[src/rtl/mem_access_pkg.sv]
// rtl/mem_access_pkg.sv - size encodings, FSM state and lane helpers for mem_access
package mem_access_pkg;

   localparam logic [1:0] SZ_B = 2'd0;
   localparam logic [1:0] SZ_H = 2'd1;
   localparam logic [1:0] SZ_W = 2'd2;

   typedef enum logic {
      IDLE = 1'b0,
      WAIT = 1'b1
   } state_e;

   // Size code 3 falls into the default arm and behaves as a word.
   function automatic logic [3:0] byte_en(input logic [1:0] size, input logic [1:0] off);
      case (size)
         SZ_B:    return 4'b0001 << off;
         SZ_H:    return 4'b0011 << off;
         default: return 4'b1111;
      endcase
   endfunction

   function automatic logic misaligned(input logic [1:0] size, input logic [1:0] off);
      case (size)
         SZ_B:    return 1'b0;
         SZ_H:    return off[0];
         default: return off != 2'b00;
      endcase
   endfunction

   function automatic logic [31:0] store_data(input logic [1:0] size, input logic [31:0] sdata);
      case (size)
         SZ_B:    return {4{sdata[7:0]}};
         SZ_H:    return {2{sdata[15:0]}};
         default: return sdata;
      endcase
   endfunction

endpackage

[src/rtl/mem_access_load_align.sv]
// rtl/mem_access_load_align.sv - little-endian lane select and sign/zero extension of load data
module mem_load_align
   import mem_access_pkg::*;
(
   input  logic [31:0] rdata,
   input  logic [1:0]  off,
   input  logic [1:0]  size,
   input  logic        is_unsigned,
   output logic [31:0] data
);

   logic [7:0]  byte_v;
   logic [15:0] half_v;

   always_comb begin
      byte_v = rdata[7:0];
      case (off)
         2'd0: byte_v = rdata[7:0];
         2'd1: byte_v = rdata[15:8];
         2'd2: byte_v = rdata[23:16];
         2'd3: byte_v = rdata[31:24];
         default: byte_v = rdata[7:0];
      endcase
      half_v = off[1] ? rdata[31:16] : rdata[15:0];
      case (size)
         SZ_B:    data = {{24{~is_unsigned & byte_v[7]}}, byte_v};
         SZ_H:    data = {{16{~is_unsigned & half_v[15]}}, half_v};
         default: data = rdata;
      endcase
   end

endmodule

[src/rtl/mem_access.sv]
// rtl/mem_access.sv - memory-access stage: cache req/ack, load alignment, registered WB bundle
module mem_access
   import mem_access_pkg::*;
#(
   parameter int AW = 32,
   parameter int DW = 32
) (
   input  logic          clk,
   input  logic          rst_n,
   input  logic          in_valid,
   output logic          in_ready,
   input  logic [AW-1:0] in_pdata,
   input  logic [DW-1:0] in_sdata,
   input  logic          in_mem_rd,
   input  logic          in_mem_wr,
   input  logic [1:0]    in_size,
   input  logic          in_unsigned,
   input  logic          in_rf_wr,
   input  logic [4:0]    in_rd,
   output logic          dc_req,
   output logic          dc_we,
   output logic [AW-1:0] dc_addr,
   output logic [DW-1:0] dc_wdata,
   output logic [3:0]    dc_be,
   input  logic          dc_ack,
   input  logic [DW-1:0] dc_rdata,
   output logic          out_valid,
   output logic [DW-1:0] out_rdata,
   output logic [AW-1:0] out_pdata,
   output logic          out_needs_wb,
   output logic [4:0]    out_rd,
   output logic          out_misalign
);

   state_e        state_q, state_d;
   logic          dc_req_q, dc_req_d;
   logic          dc_we_q, dc_we_d;
   logic [AW-1:0] dc_addr_q, dc_addr_d;
   logic [DW-1:0] dc_wdata_q, dc_wdata_d;
   logic [3:0]    dc_be_q, dc_be_d;
   logic [1:0]    off_q, off_d;
   logic [1:0]    size_q, size_d;
   logic          uns_q, uns_d;
   logic          load_q, load_d;
   logic [4:0]    rd_q, rd_d;
   logic [AW-1:0] pdata_q, pdata_d;
   logic          out_valid_q, out_valid_d;
   logic [DW-1:0] out_rdata_q, out_rdata_d;
   logic [AW-1:0] out_pdata_q, out_pdata_d;
   logic          out_needs_wb_q, out_needs_wb_d;
   logic [4:0]    out_rd_q, out_rd_d;
   logic          out_misalign_q, out_misalign_d;

   logic          accept;
   logic          is_mem;
   logic          bad_align;
   logic [DW-1:0] load_data;

   mem_load_align u_align (
      .rdata       (dc_rdata),
      .off         (off_q),
      .size        (size_q),
      .is_unsigned (uns_q),
      .data        (load_data)
   );

   assign accept    = in_valid & (state_q == IDLE);
   assign is_mem    = in_mem_rd | in_mem_wr;
   assign bad_align = misaligned(in_size, in_pdata[1:0]);

   always_ff @(posedge clk or negedge rst_n) begin
      if (!rst_n) state_q <= IDLE;
      else        state_q <= state_d;
   end

   always_comb begin
      state_d = state_q;
      case (state_q)
         IDLE:    if (accept && is_mem && !bad_align) state_d = WAIT;
         WAIT:    if (dc_ack) state_d = IDLE;
         default: state_d = IDLE;
      endcase
   end

   always_comb begin
      in_ready = (state_q == IDLE);
   end

   always_comb begin
      dc_req_d       = dc_req_q;
      dc_we_d        = dc_we_q;
      dc_addr_d      = dc_addr_q;
      dc_wdata_d     = dc_wdata_q;
      dc_be_d        = dc_be_q;
      off_d          = off_q;
      size_d         = size_q;
      uns_d          = uns_q;
      load_d         = load_q;
      rd_d           = rd_q;
      pdata_d        = pdata_q;
      out_valid_d    = 1'b0;
      out_rdata_d    = out_rdata_q;
      out_pdata_d    = out_pdata_q;
      out_needs_wb_d = out_needs_wb_q;
      out_rd_d       = out_rd_q;
      out_misalign_d = out_misalign_q;

      if (accept) begin
         if (!is_mem) begin
            out_valid_d    = 1'b1;
            out_rdata_d    = in_pdata;
            out_pdata_d    = in_pdata;
            out_needs_wb_d = in_rf_wr & (in_rd != 5'd0);
            out_rd_d       = in_rd;
            out_misalign_d = 1'b0;
         end else if (bad_align) begin
            out_valid_d    = 1'b1;
            out_rdata_d    = '0;
            out_pdata_d    = in_pdata;
            out_needs_wb_d = 1'b0;
            out_rd_d       = in_rd;
            out_misalign_d = 1'b1;
         end else begin
            dc_req_d   = 1'b1;
            dc_we_d    = ~in_mem_rd;
            dc_addr_d  = {in_pdata[AW-1:2], 2'b00};
            dc_be_d    = in_mem_rd ? 4'b1111 : byte_en(in_size, in_pdata[1:0]);
            dc_wdata_d = in_mem_rd ? '0 : store_data(in_size, in_sdata);
            off_d      = in_pdata[1:0];
            size_d     = in_size;
            uns_d      = in_unsigned;
            load_d     = in_mem_rd;
            rd_d       = in_rd;
            pdata_d    = in_pdata;
         end
      end else if (state_q == WAIT && dc_ack) begin
         // Request fields stay put until here so the cache sees a stable bundle.
         dc_req_d       = 1'b0;
         out_valid_d    = 1'b1;
         out_rdata_d    = load_q ? load_data : '0;
         out_pdata_d    = pdata_q;
         out_needs_wb_d = load_q & (rd_q != 5'd0);
         out_rd_d       = rd_q;
         out_misalign_d = 1'b0;
      end
   end

   always_ff @(posedge clk or negedge rst_n) begin
      if (!rst_n) begin
         dc_req_q       <= 1'b0;
         dc_we_q        <= 1'b0;
         dc_addr_q      <= '0;
         dc_wdata_q     <= '0;
         dc_be_q        <= '0;
         off_q          <= '0;
         size_q         <= '0;
         uns_q          <= 1'b0;
         load_q         <= 1'b0;
         rd_q           <= '0;
         pdata_q        <= '0;
         out_valid_q    <= 1'b0;
         out_rdata_q    <= '0;
         out_pdata_q    <= '0;
         out_needs_wb_q <= 1'b0;
         out_rd_q       <= '0;
         out_misalign_q <= 1'b0;
      end else begin
         dc_req_q       <= dc_req_d;
         dc_we_q        <= dc_we_d;
         dc_addr_q      <= dc_addr_d;
         dc_wdata_q     <= dc_wdata_d;
         dc_be_q        <= dc_be_d;
         off_q          <= off_d;
         size_q         <= size_d;
         uns_q          <= uns_d;
         load_q         <= load_d;
         rd_q           <= rd_d;
         pdata_q        <= pdata_d;
         out_valid_q    <= out_valid_d;
         out_rdata_q    <= out_rdata_d;
         out_pdata_q    <= out_pdata_d;
         out_needs_wb_q <= out_needs_wb_d;
         out_rd_q       <= out_rd_d;
         out_misalign_q <= out_misalign_d;
      end
   end

   assign dc_req       = dc_req_q;
   assign dc_we        = dc_we_q;
   assign dc_addr      = dc_addr_q;
   assign dc_wdata     = dc_wdata_q;
   assign dc_be        = dc_be_q;
   assign out_valid    = out_valid_q;
   assign out_rdata    = out_rdata_q;
   assign out_pdata    = out_pdata_q;
   assign out_needs_wb = out_needs_wb_q;
   assign out_rd       = out_rd_q;
   assign out_misalign = out_misalign_q;

endmodule

[config.mk]
export PLATFORM = sky130hd
export DESIGN_NAME = mem_access
export DESIGN_NICKNAME = d
export VERILOG_FILES = /design/src/rtl/mem_access_pkg.sv /design/src/rtl/mem_access_load_align.sv /design/src/rtl/mem_access.sv
export SDC_FILE = /design/constraint.sdc
export NUM_CORES = 1
export LEC_CHECK = 0
export CORE_ASPECT_RATIO = 1.2
export CORE_UTILIZATION = 49
export CTS_CLUSTER_DIAMETER = 50
export DETAILED_ROUTE_END_ITERATION = 7
export PLACE_DENSITY = 0.95
export RECOVER_POWER = 50
export SKIP_CTS_REPAIR_TIMING = 1
export SYNTH_ARGS = -nofsm -noshare
export SYNTH_HDL_FRONTEND = slang
export SYNTH_SLANG_ARGS = --single-unit
[constraint.sdc]
create_clock -name clk -period 5 [get_ports clk]
set_input_delay 0.75 -clock clk [delete_from_list [all_inputs] [get_ports clk]]
set_output_delay 0.75 -clock clk [all_outputs]
set_load 0.01 [all_outputs]
# After elaboration in Yosys (flattened, before gate mapping)
# Index checks and enable logic that the tools add are counted.
[classes]
n_div = 0
bitwise = 10
n_addsub = 0
n_mul = 0
n_lt_le_gt_ge = 0
n_reduce_logical = 14
eq_ne = 8
muxes = 39
n_shift = 2
[ops]
columns = ["cell", "n"]
rows = [
  ["32-bit 2-to-1 mux", 10],
  ["32-bit one-hot mux with 2 select lines", 2],
  ["8-bit one-hot mux with 4 select lines", 1],
  ["5-bit 2-to-1 mux", 4],
  ["1-bit 2-to-1 mux", 17],
  ["16-bit 2-to-1 mux", 1],
  ["5-bit nonzero test", 2],
  ["4-bit one-hot mux with 2 select lines", 1],
  ["2-bit by 1-bit == test with 1-bit output (second input constant)", 3],
  ["2-bit zero test", 3],
  ["3-bit AND reduction", 2],
  ["1-bit AND", 5],
  ["2-bit == test (second input constant)", 2],
  ["4-bit 2-to-1 mux", 1],
  ["1-bit NOT", 4],
  ["1-bit one-hot mux with 2 select lines", 2],
  ["2-bit nonzero test", 2],
  ["1-bit by 2-bit << shifter with 4-bit output (first input constant)", 1],
  ["2-bit by 2-bit << shifter with 4-bit output (first input constant)", 1],
  ["1-bit logical AND", 3],
  ["3-bit by 2-bit != test with 1-bit output (second input constant)", 1],
  ["2-bit by 1-bit != test with 1-bit output (second input constant)", 1],
  ["2-bit != test (second input constant)", 1],
  ["2-bit AND reduction", 1],
  ["2 further kinds", 2],
]
[totals]
register_bits = 184
output_inout_bits = 143
ramBits = 0
word_cells = 91
inputBits = 111
rom_bits = 0
latch_bits = 0
mem_count = 0

# Logic depth before layout (Yosys ltp)
# Gate-level depths: netlist of run 1.
[depth]
word_depth = 7
depth_mapped = 8
mapped_depth_nobuf = 5

# Hierarchy
# A second synthesis of run 1 with hierarchy kept.
[unflattened]
cells_unflattened = 780
area_unflattened_um2 = 7863.8
[by_module_without_submodules]
columns = ["module", "seq_area_each_um2", "cells_each", "area_per_inst_um2", "n_inst"]
rows = [
  ["mem_access", 3803.6, 647, 6880.3, 1],
  ["mem_load_align", 0.0, 133, 983.4, 1],
]

# Least setup slack after synthesis of run 1
# No wires, ideal clock.
[synth_timing]
path_kind = "input -> register"
start = "input port in_mem_rd"
end = "register dc_wdata_q[0] (netlist: dc_wdata[0])"
setup_ps = 117
n_path_buf = 4
t_arrival_ps = 2145
slack_ps = 2738
path_stages = 8
t_required_ps = 4883
path_cell_list = "clkbuf_1 > nor2_1 > or4_1 > buf_2 > buf_2 > buf_2 > nand2_1 > nand2_1"
[synth_between]
elab_chain_cells = 2
word_cells_on_any_way = 3
classes_between = "1 x mux; 1 x bitwise; 1 x reduce/logical"
[synth_lines]
columns = ["item", "line", "rtl"]
rows = [
  ["from (decl)", "mem_access.sv:14", "input logic in_mem_rd,"],
  ["1-bit bitwise OR", "mem_access.sv:68", "assign is_mem = in_mem_rd | in_mem_wr;"],
  ["3-bit AND reduction (no line)", "-", ""],
  ["to (signal assigned)", "mem_access.sv:171", "dc_wdata_q <= dc_wdata_d;"],
  ["to (decl)", "mem_access.sv:39", "logic [DW-1:0] dc_wdata_q, dc_wdata_d;"],
]
# Parallel ways exist; a longest one is shown, timed or not.
# A chain may end at the register's enable or synchronous reset.

==> results of run 1 <==
[Yosys cell counts (all sizes together), types with 2 or more instances]
| cell type | count |
|---|---|
| nand2 | 251 |
| nor2 | 76 |
| clkbuf | 49 |
| a31oi | 58 |
| a22oi | 23 |
| a221o | 2 |
| or4 | 3 |
| o31ai | 17 |
| nand3b | 14 |
| a2111oi | 6 |
| o2bb2ai | 7 |
| buf | 21 |
| inv | 4 |
| nor3 | 4 |
| o21a | 3 |
| o211ai | 6 |
| mux2i | 38 |
| o22ai | 9 |
| dfrtp | 152 |
| nand2b | 4 |
| nor2b | 14 |
| a21oi | 13 |
| o21ai | 36 |
[per-layer routing]
metal / vias to the layer above / share of wire (%)
met2: 436 / 50
met1: 3394 / 36
li1: 3262 / -
met5: - / 0
met4: 0 / 4.5
met3: 80 / 8.7
[cells by family (layout without fill, tap and decap cells)]
kind of cell / after synthesis / after routing
buffers and inverters: 74 / 300
AND/OR/NAND/NOR: 371 / 371
flip-flops: 152 / 152
AO/OA/AOI/OAI: 186 / 186
other: 1 / 2
multiplexers: 40 / 40
[sequential cells by signal, indices dropped and copies added, names as in the netlist]
name	cells
dc_req	1
out_rdata	32
out_needs_wb	1
off_q	1
out_misalign	1
out_pdata	32
out_valid	1
size_q	2
dc_be	4
rd_q	5
state_q	1
load_q	1
uns_q	1
out_rd	5
pdata_q	31
dc_we	1
dc_wdata	32
[worst reg2reg max path: cells and delay by family, from the launching register on]
family	cells	cell delay, ns
flip-flops	1	0.47
AO/OA/AOI/OAI	1	0.46
AND/OR/NAND/NOR	2	0.96
buffers and inverters	2	0.71
[stage by stage]
stage / cells / cell area, sq um / setup slack [ns] / hold WS, ns / total power (uW)
3_5_place_dp: 1219 / 9900 / 1.43 / 0.455 / 3250
2_1_floorplan: 825 / 7310 / 2.74 / 0.454 / 2380
3_3_place_gp: 1219 / 9900 / 1.55 / 0.450 / 3190
5_1_grt: 1251 / 10500 / 0.964 / 0.492 / 4720
4_1_cts: 1251 / 10500 / 1.86 / 0.470 / 4580
6_report: 1251 / 10500 / 1.65 / 0.460 / 4510
[final cells by class]
class,instances,area share (%)
Multi-Input combinational cell,599,30.5
Timing Repair Buffer,264,24.9
Clock inverter,12,1.60
Inverter,4,0.155
Clock buffer,20,4.25
Tap cell,200,2.38
Sequential cell,152,36.2
[power by group through the flow]
stage          combinational, uW  clock (uW)  sequential [uW]
3_5_place_dp                1470           0             1770
6_report                    1420        1330             1760
5_1_grt                     1530        1390             1790
3_3_place_gp                1420           0             1770
2_1_floorplan                551           0             1830
4_1_cts                     1480        1340             1760
[worst paths after layout]
kind,startpoint,endpoint,slack [ns],depth (start not counted)
worst max-delay path,rst_n,pdata_q[3]$_DFFE_PN0P_,1.65,2
worst min-delay path,dc_wdata[7]$_DFFE_PN0P_,dc_wdata[7]$_DFFE_PN0P_,0.46,2
worst max register to register,state_q$_DFF_PN0_,dc_wdata[22]$_DFFE_PN0P_,2.30,5
worst min register to register,dc_wdata[7]$_DFFE_PN0P_,dc_wdata[7]$_DFFE_PN0P_,0.46,2
max in group clk,in_pdata[1],out_rdata[17]$_DFFE_PN0P_,1.83,8
min in group asynchronous,rst_n,dc_wdata[24]$_DFFE_PN0P_,1.26,1
==> qor.csv, run 1 <==
metric,value,unit
Post-Route Setup TNS,0,ns
sequential cell area fraction in the yosys report,52.0,%
antenna violations before repair,0,
simple-gate share of the synthesized area,20.8,%
Hold Path Class,flop to flop,
Yosys top cell by area,dfrtp_1,
fillcell total,1060,
Final nets,1149,
Synth Cell Area,7310,sq um
WP data arrival,3.78,ns
area of the die,15400,sq um
max-cap viol count,1,
final setup vio count,0,
drt initial violations,742,
via count,7172,
die height,136,um
area of the multi-input gates,3210,sq um
Sw Ratio,32.2,%
DRT Wirelength,23700,um
Starting Density,50.5,%
crit-path most repeated cell,clkbuf_2,
routed vias/inst,5.73,
htree depth,4,
"commonest non-fill, non-tap cell in the layout",nand2_1,
Ys Warns,0,
share of cells above drive strength 1,5.33,%
Max Clk Rate,0.298,GHz
largest family of logic cells by synthesized area,simple AND/OR/NAND/NOR gates,
first-pass GRT wire length,36900,um
GPL Wtd Cong,0.877,
Total GRT Usage,31.3,%
TritonCTS clock tree,yes,
core area,14500,sq um
total iterations of the first detailed-routing run,7,
Final period util,67.1,%
met2 Resource Use GR,53.3,%
status,finished with violations,
PwrDens,429,nW/um^2
Buffers & Inverters on Critical Path,2,
Power Internal,3060,uW
critical path's slowest cell,clkbuf_2,
static leakage,0.00458,uW
Synth top area share,52.0,%
# IOs,254,
NetSw,1450,uW
DPL Wire Length,16800,um
GR Overflow Total,0,
Avg WL per Cell,18.9,um
DR DRC count,0,
Post-Synth XOR/XNOR Area,0,%
clock root buffer,clkbuf_16,
Crit. End Element,asynchronous set/reset pin,
clk sinks,152,
Synth cell types,42,
sequential cell area,3800,sq um
violated checks,"max-capacitance violations, max-slew violations",
worst-skew pair later-pin latency,0.41,ns
"IR drop worst, VDD",0.000279,V
GRT busiest layer,met2,
chip width,113,um
I/O Buffers,251,
met3 GRT Util,7.56,%
unrepaired setup endpoints after global routing,false,
row count,48,
logic gate share of total power,31.6,%
number of flops mapped to enable cells by yosys,0,
Clock Path Buffers,2,
crit-path max FO,118,
max-slew violation count,119,
Synth Area in Compound Gates,17.0,%
largest net degree at the start of global routing,119,
"Avg Cell Area, Syn",8.87,sq um
Cells after Synth,824,
sequential share of power,39.0,%
# diodes,0,
GRT met1 Usage,36.6,%
"CP delay by family, top",buffers and inverters,
clock share of power,29.4,%
clock-pin slew on the worst setup and hold paths,0.06,ns
Yosys reg bits,152,
area delta synth->final,43.7,%
Critical Path RT,5.42,ns
CP Class,input pin to asynchronous set/reset pin,
CTS Buf Count,17,
Slew HR,-93.1,%
most frequent cells in the layout,"251 x nand2_1, 180 x clkdlybuf4s50_1, 152 x dfrtp_1",
fin util,72.6,%
time the worst path needs with I/O delays and setup,3.35,ns
final hold violations,0,
vias in the first global route,7034,
Routed Antenna Nets,0,
mux contribution to synthesized area,5.67,%
Worst Tran Pin Value,2.90,ns
ys async rst share,100,%
startpoint types,input pin,
worst path cell trace,clkbuf_2 > clkbuf_2,
post-synthesis adder-cell area fraction,0,%
synth top area cells,"dfrtp_1 52%, nand2_1 13%, mux2i_1 5.2%, a31oi_1 5.0%, nor2_1 3.9%",
ys flop type,dfrtp_1,
Layout Skew,0.0105,ns
max incr delay on CP,2.00,ns
Power figures use the tool's default switching activity.
==> inputs of run 2 (changes only) <==
--- a/config.mk
+++ b/config.mk
@@ -6,10 +6,10 @@
 export NUM_CORES = 1
 export LEC_CHECK = 0
 export CORE_ASPECT_RATIO = 1.2
-export CORE_UTILIZATION = 49
+export CORE_UTILIZATION = 41
 export CTS_CLUSTER_DIAMETER = 50
 export DETAILED_ROUTE_END_ITERATION = 7
-export PLACE_DENSITY = 0.95
+export PLACE_DENSITY = 0.86
 export RECOVER_POWER = 50
 export SKIP_CTS_REPAIR_TIMING = 1
 export SYNTH_ARGS = -nofsm -noshare
==> constraint.sdc (replaced) <==
create_clock -name clk -period 2.7 [get_ports clk]
set_input_delay 0.405 -clock clk [delete_from_list [all_inputs] [get_ports clk]]
set_output_delay 0.405 -clock clk [all_outputs]
set_load 0.01 [all_outputs]
==> qor.csv, run 2 (synthesis results as in run 1) <==
metric,value,unit,change
status,finished with violations,,
violated checks,"max-capacitance violations, max-slew violations",,
Slew HR,-9.96,%,+83 points
pre-CTS setup slack,0.218,ns,-1.21 ns
I/O Buffers,251,,unchanged
Clock Path Buffers,2,,unchanged
area of the die,18400,sq um,+19%
CTS Buf Count,17,,unchanged
worst setup path end,out_pdata[19]$_DFFE_PN0P_,,
most frequent cells in the layout,"251 x nand2_1, 181 x clkdlybuf4s50_1, 152 x dfrtp_1",,
max-cap viol count,1,,unchanged
worst r2r src,state_q$_DFF_PN0_,,
Worst Slack Setup Final,0.597,ns,-1.05 ns
WP data arrival,2.44,ns,-1.34 ns
clk sinks,152,,unchanged
FF-to-FF setup slack,0.68,ns,-1.62 ns
GPL Wtd Cong,0.866,,-1.2%
worst r2r dst,out_pdata[19]$_DFFE_PN0P_,,
Hold Path Class,input pin to asynchronous set/reset pin,,
clock root buffer,clkbuf_16,,
Starting Density,41.7,%,-8.7 points
crit-path max FO,15,,-87%
CP Class,input pin to flop,,
Layout Skew,0.00690,ns,-0.00359 ns
DPL Wire Length,17100,um,+2.1%
"IR drop worst, VDD",0.000431,V,+54%
worst-skew pair later-pin latency,0.42,ns,about the same
PwrDens,770,nW/um^2,+80%
clock-pin slew on the worst setup and hold paths,0.06,ns,about the same
Max Clk Rate,0.476,GHz,
via count,7102,,-0.98%
# IOs,254,,unchanged
htree depth,4,,unchanged
drt initial violations,511,,-31%
DR DRC count,0,,unchanged
time the worst path needs with I/O delays and setup,2.10,ns,
row count,53,,+10%
first-pass GRT wire length,36900,um,about the same
Crit. End Element,flop,,
Routed Antenna Nets,0,,unchanged
"commonest non-fill, non-tap cell in the layout",nand2_1,,
static leakage,0.00463,uW,+1.1%
vias in the first global route,6812,,-3.2%
Total GRT Usage,26.5,%,-4.7 points
max-slew violation count,65,,-45%
Final period util,77.9,%,
Worst Tran Pin Value,1.65,ns,-1.25 ns
routed vias/inst,5.51,,-3.8%
die height,148,um,+9.2%
core area,17500,sq um,+21%
share of cells above drive strength 1,6.57,%,+1.2 points
area delta synth->final,45.3,%,
chip width,124,um,+9.2%
startpoint types,input pin,,
TritonCTS clock tree,yes,,
total iterations of the first detailed-routing run,5,,-2
Reg2Reg Depth,5,,unchanged
Critical Path RT,3.04,ns,-2.38 ns
unrepaired setup endpoints after global routing,false,,
largest net degree at the start of global routing,118,,-0.84%
Avg WL per Cell,18.4,um,-2.6%
Post-Route Setup TNS,0,ns,unchanged
Final nets,1163,,+1.2%
final hold violations,0,,unchanged
antenna violations before repair,2,,+2
CP startpoint,in_valid,,
DRT Wirelength,23800,um,+0.31%
GR Overflow Total,0,,unchanged
final setup vio count,0,,unchanged
[run 2: layer usage]
metal  global-route usage, %  wire [um]  up-vias
li1                        -          -     3296
met1                    31.5       9130     3403
met2                    44.0      11700      349
met3                    6.44       1950       54
met4                    13.9        975        0
met5                       0          0        -
[run 2: cell type report]
type,count,area (sq um)
fill,1484,6890
clock buffer,18,439
multi-input combinational,599,3200
antenna,3,7.51
inverter,4,16.3
sequential,152,3800
tap,220,275
timing repair buffer,278,2750
clock inverter,14,125
[run 2: metrics by stage]
| step | hold slack (ns) | cells | instance area, sq um | util [%] | power [uW] |
|---|---|---|---|---|---|
| floorplan | 0.109 | 825 | 7310 | - | 4410 |
| global placement | 0.434 | 1253 | 10100 | 57.5 | 5960 |
| detailed placement | 0.441 | 1253 | 10100 | 57.5 | 6050 |
| CTS | -0.0145 | 1285 | 10600 | 60.7 | 8340 |
| global route | 0.485 | 1286 | 10600 | 60.6 | 8630 |
| finish | 0.404 | 1288 | 10600 | 60.7 | 8180 |
[run 2: where the power goes]
part | switching [uW] | leakage, uW | internal [uW]
combinational | 1320 | 0.00250 | 1380
sequential | 377 | 0.00187 | 2820
clock | 989 | 0.000261 | 1290
[run 2: how the worst min path moves through the flow]
stage	from	to	slack (ns)
2_1_floorplan	rst_n	dc_be[0]$_DFFE_PN0P_	0.11
3_5_place_dp	rst_n	dc_wdata[24]$_DFFE_PN0P_	0.44
5_1_grt	dc_wdata[0]$_DFFE_PN0P_	dc_wdata[0]$_DFFE_PN0P_	0.48
3_3_place_gp	rst_n	dc_wdata[24]$_DFFE_PN0P_	0.43
4_1_cts	rst_n	dc_wdata[24]$_DFFE_PN0P_	-0.01
6_report	rst_n	dc_wdata[24]$_DFFE_PN0P_	0.40
[run 2: worst max-delay path: stages]
cell and delay [ns]:
clkdlybuf4s50_1 0.50, nor2b_1 0.69, buf_4 0.36, buf_4 0.23, nand2_1 0.07, a31oi_1 0.17
==> inputs of run 3 (changes only) <==
==> constraint.sdc (replaced) <==
create_clock -name clk -period 1.7 [get_ports clk]
set_input_delay 0.255 -clock clk [delete_from_list [all_inputs] [get_ports clk]]
set_output_delay 0.255 -clock clk [all_outputs]
set_load 0.01 [all_outputs]
==> qor.csv, run 3 (synthesis results as in run 1) <==
metric,value,unit,change
WP data arrival,2.01,ns,-0.43 ns
Reg2Reg Depth,5,,unchanged
Avg WL per Cell,18.9,um,+2.3%
clock root buffer,clkbuf_16,,
FF-to-FF setup slack,-0.03,ns,-0.71 ns
worst r2r src,pdata_q[1]$_DFFE_PN0P_,,
static leakage,0.00495,uW,+6.9%
share of cells above drive strength 1,12.4,%,+5.9 points
time the worst path needs with I/O delays and setup,1.73,ns,
Max Used Layer,met5,,
max-slew violation count,0,,-100%
Max Clk Rate,0.579,GHz,
area of the die,18400,sq um,unchanged
clock-pin slew on the worst setup and hold paths,0.06,ns,about the same
# IOs,254,,unchanged
Hold Startpoint,in_size[1],,
Hold Crit Depth,4,,
worst-skew pair later-pin latency,0.42,ns,about the same
Final nets,1215,,+4.5%
CTS Buf Count,17,,unchanged
worst r2r dst,out_rdata[9]$_DFFE_PN0P_,,
Slew HR,21.7,%,+32 points
violated checks,negative setup slack,,
routed vias/inst,5.54,,+0.49%
crit-path max FO,7,,-8
core area,17500,sq um,unchanged
Total GRT Usage,27.2,%,+0.66 points
startpoint types,flop,,
Final Cell Area,11300,sq um,+6.1%
die height,148,um,unchanged
Worst Tran Pin Value,1.17,ns,-0.475 ns
Critical Path RT,1.99,ns,-1.05 ns
Post-Route M1 WL,9170,um,+0.46%
TritonCTS clock tree,yes,,
Routed Antenna Nets,0,,unchanged
chip width,124,um,unchanged
met2 WL,12600,um,+7.8%
DRT Wirelength,25200,um,+6.3%
DR DRC count,0,,unchanged
I/O Buffers,251,,unchanged
htree depth,4,,unchanged
most frequent cells in the layout,"251 x nand2_1, 216 x clkdlybuf4s50_1, 152 x dfrtp_1",,
"commonest non-fill, non-tap cell in the layout",nand2_1,,
unrepaired setup endpoints after global routing,true,,
dpl cell area,10500,sq um,+4.3%
max-cap viol count,0,,-1
total iterations of the first detailed-routing run,5,,unchanged
DPL Wire Length,18100,um,+6.0%
DR WL met3,2300,um,+18%
via count,7414,,+4.4%
CP Class,flop to flop,,
Min-Delay Endpoint,size_q[1]$_DFFE_PN0P_,,
antenna violations before repair,2,,unchanged
Clock Path Buffers,2,,unchanged
vias in the first global route,6979,,+2.5%
clk sinks,152,,unchanged
Worst Slack Setup Final,-0.0261,ns,-0.623 ns
Crit. End Element,flop,,
row count,53,,unchanged
Post-Route Setup TNS,-0.0313,ns,-0.0313 ns
area delta synth->final,54.2,%,
Final period util,102,%,
GR Overflow Total,0,,unchanged
PwrDens,1200,nW/um^2,+56%
first-pass GRT wire length,37600,um,+1.9%
GPL Wtd Cong,0.880,,+1.5%
final setup vio count,2,,+2
Layout Skew,0.00763,ns,+0.000733 ns
Hold Path Class,input pin to flop,,
Starting Density,41.7,%,unchanged
final hold violations,0,,unchanged
drt initial violations,414,,-19%
largest net degree at the start of global routing,50,,-58%
status,finished with violations,,
"IR drop worst, VDD",0.000754,V,+75%
run 3: routing by layer:
layer / up-vias / GRT usage, %
li1: 3407 / -
met5: - / 0
met1: 3542 / 31.9
met4: 2 / 13.3
met2: 396 / 45.3
met3: 67 / 7.36
run 3: final cells by class:
type,instances,area (sq um)
clock inverter,14,148
antenna,1,2.50
multi-input combinational,600,3300
fill,1451,6240
clock buffer,18,439
tap,220,275
sequential,152,3800
inverter,4,17.5
timing repair buffer,329,3280
run 3: how the worst max path moves through the flow:
stage,start,end,depth (start not counted)
after floorplan,pdata_q[1]$_DFFE_PN0P_,out_rdata[22]$_DFFE_PN0P_,5
after global placement,in_size[1],out_rdata[5]$_DFFE_PN0P_,7
after detailed placement,in_size[1],dc_wdata[10]$_DFFE_PN0P_,5
after CTS,in_size[1],dc_wdata[10]$_DFFE_PN0P_,5
after global routing,pdata_q[1]$_DFFE_PN0P_,out_rdata[5]$_DFFE_PN0P_,5
final,pdata_q[1]$_DFFE_PN0P_,out_rdata[9]$_DFFE_PN0P_,5
run 3: power by group:
group / switching, uW / total, uW / leakage [uW] / internal, uW
clock: 1530 / 3740 / 0.000275 / 2210
sequential: 577 / 5050 / 0.00187 / 4480
combinational: 2270 / 4770 / 0.00281 / 2500
total: 4380 / 13600 / 0.00495 / 9180
run 3: per-stage QoR:
stage	instances	hold WS (ns)	util, %	power (uW)	setup slack (ns)
floorplan	825	-0.0406	-	7040	-0.0852
finish	1338	0.346	64.4	13600	-0.0261
CTS	1329	-0.230	63.3	13600	-0.124
global placement	1297	0.217	60.0	9670	-0.461
detailed placement	1297	0.221	60.0	9810	-0.590
global route	1338	0.351	64.4	14300	-0.170
run 3: critical path, stage by stage (launching register included):
cell and delay, ns:
dfrtp_1 0.40, mux4_2 0.57, nor2b_4 0.16, o31ai_2 0.17
buf_4 0.20, o21ai_1 0.09
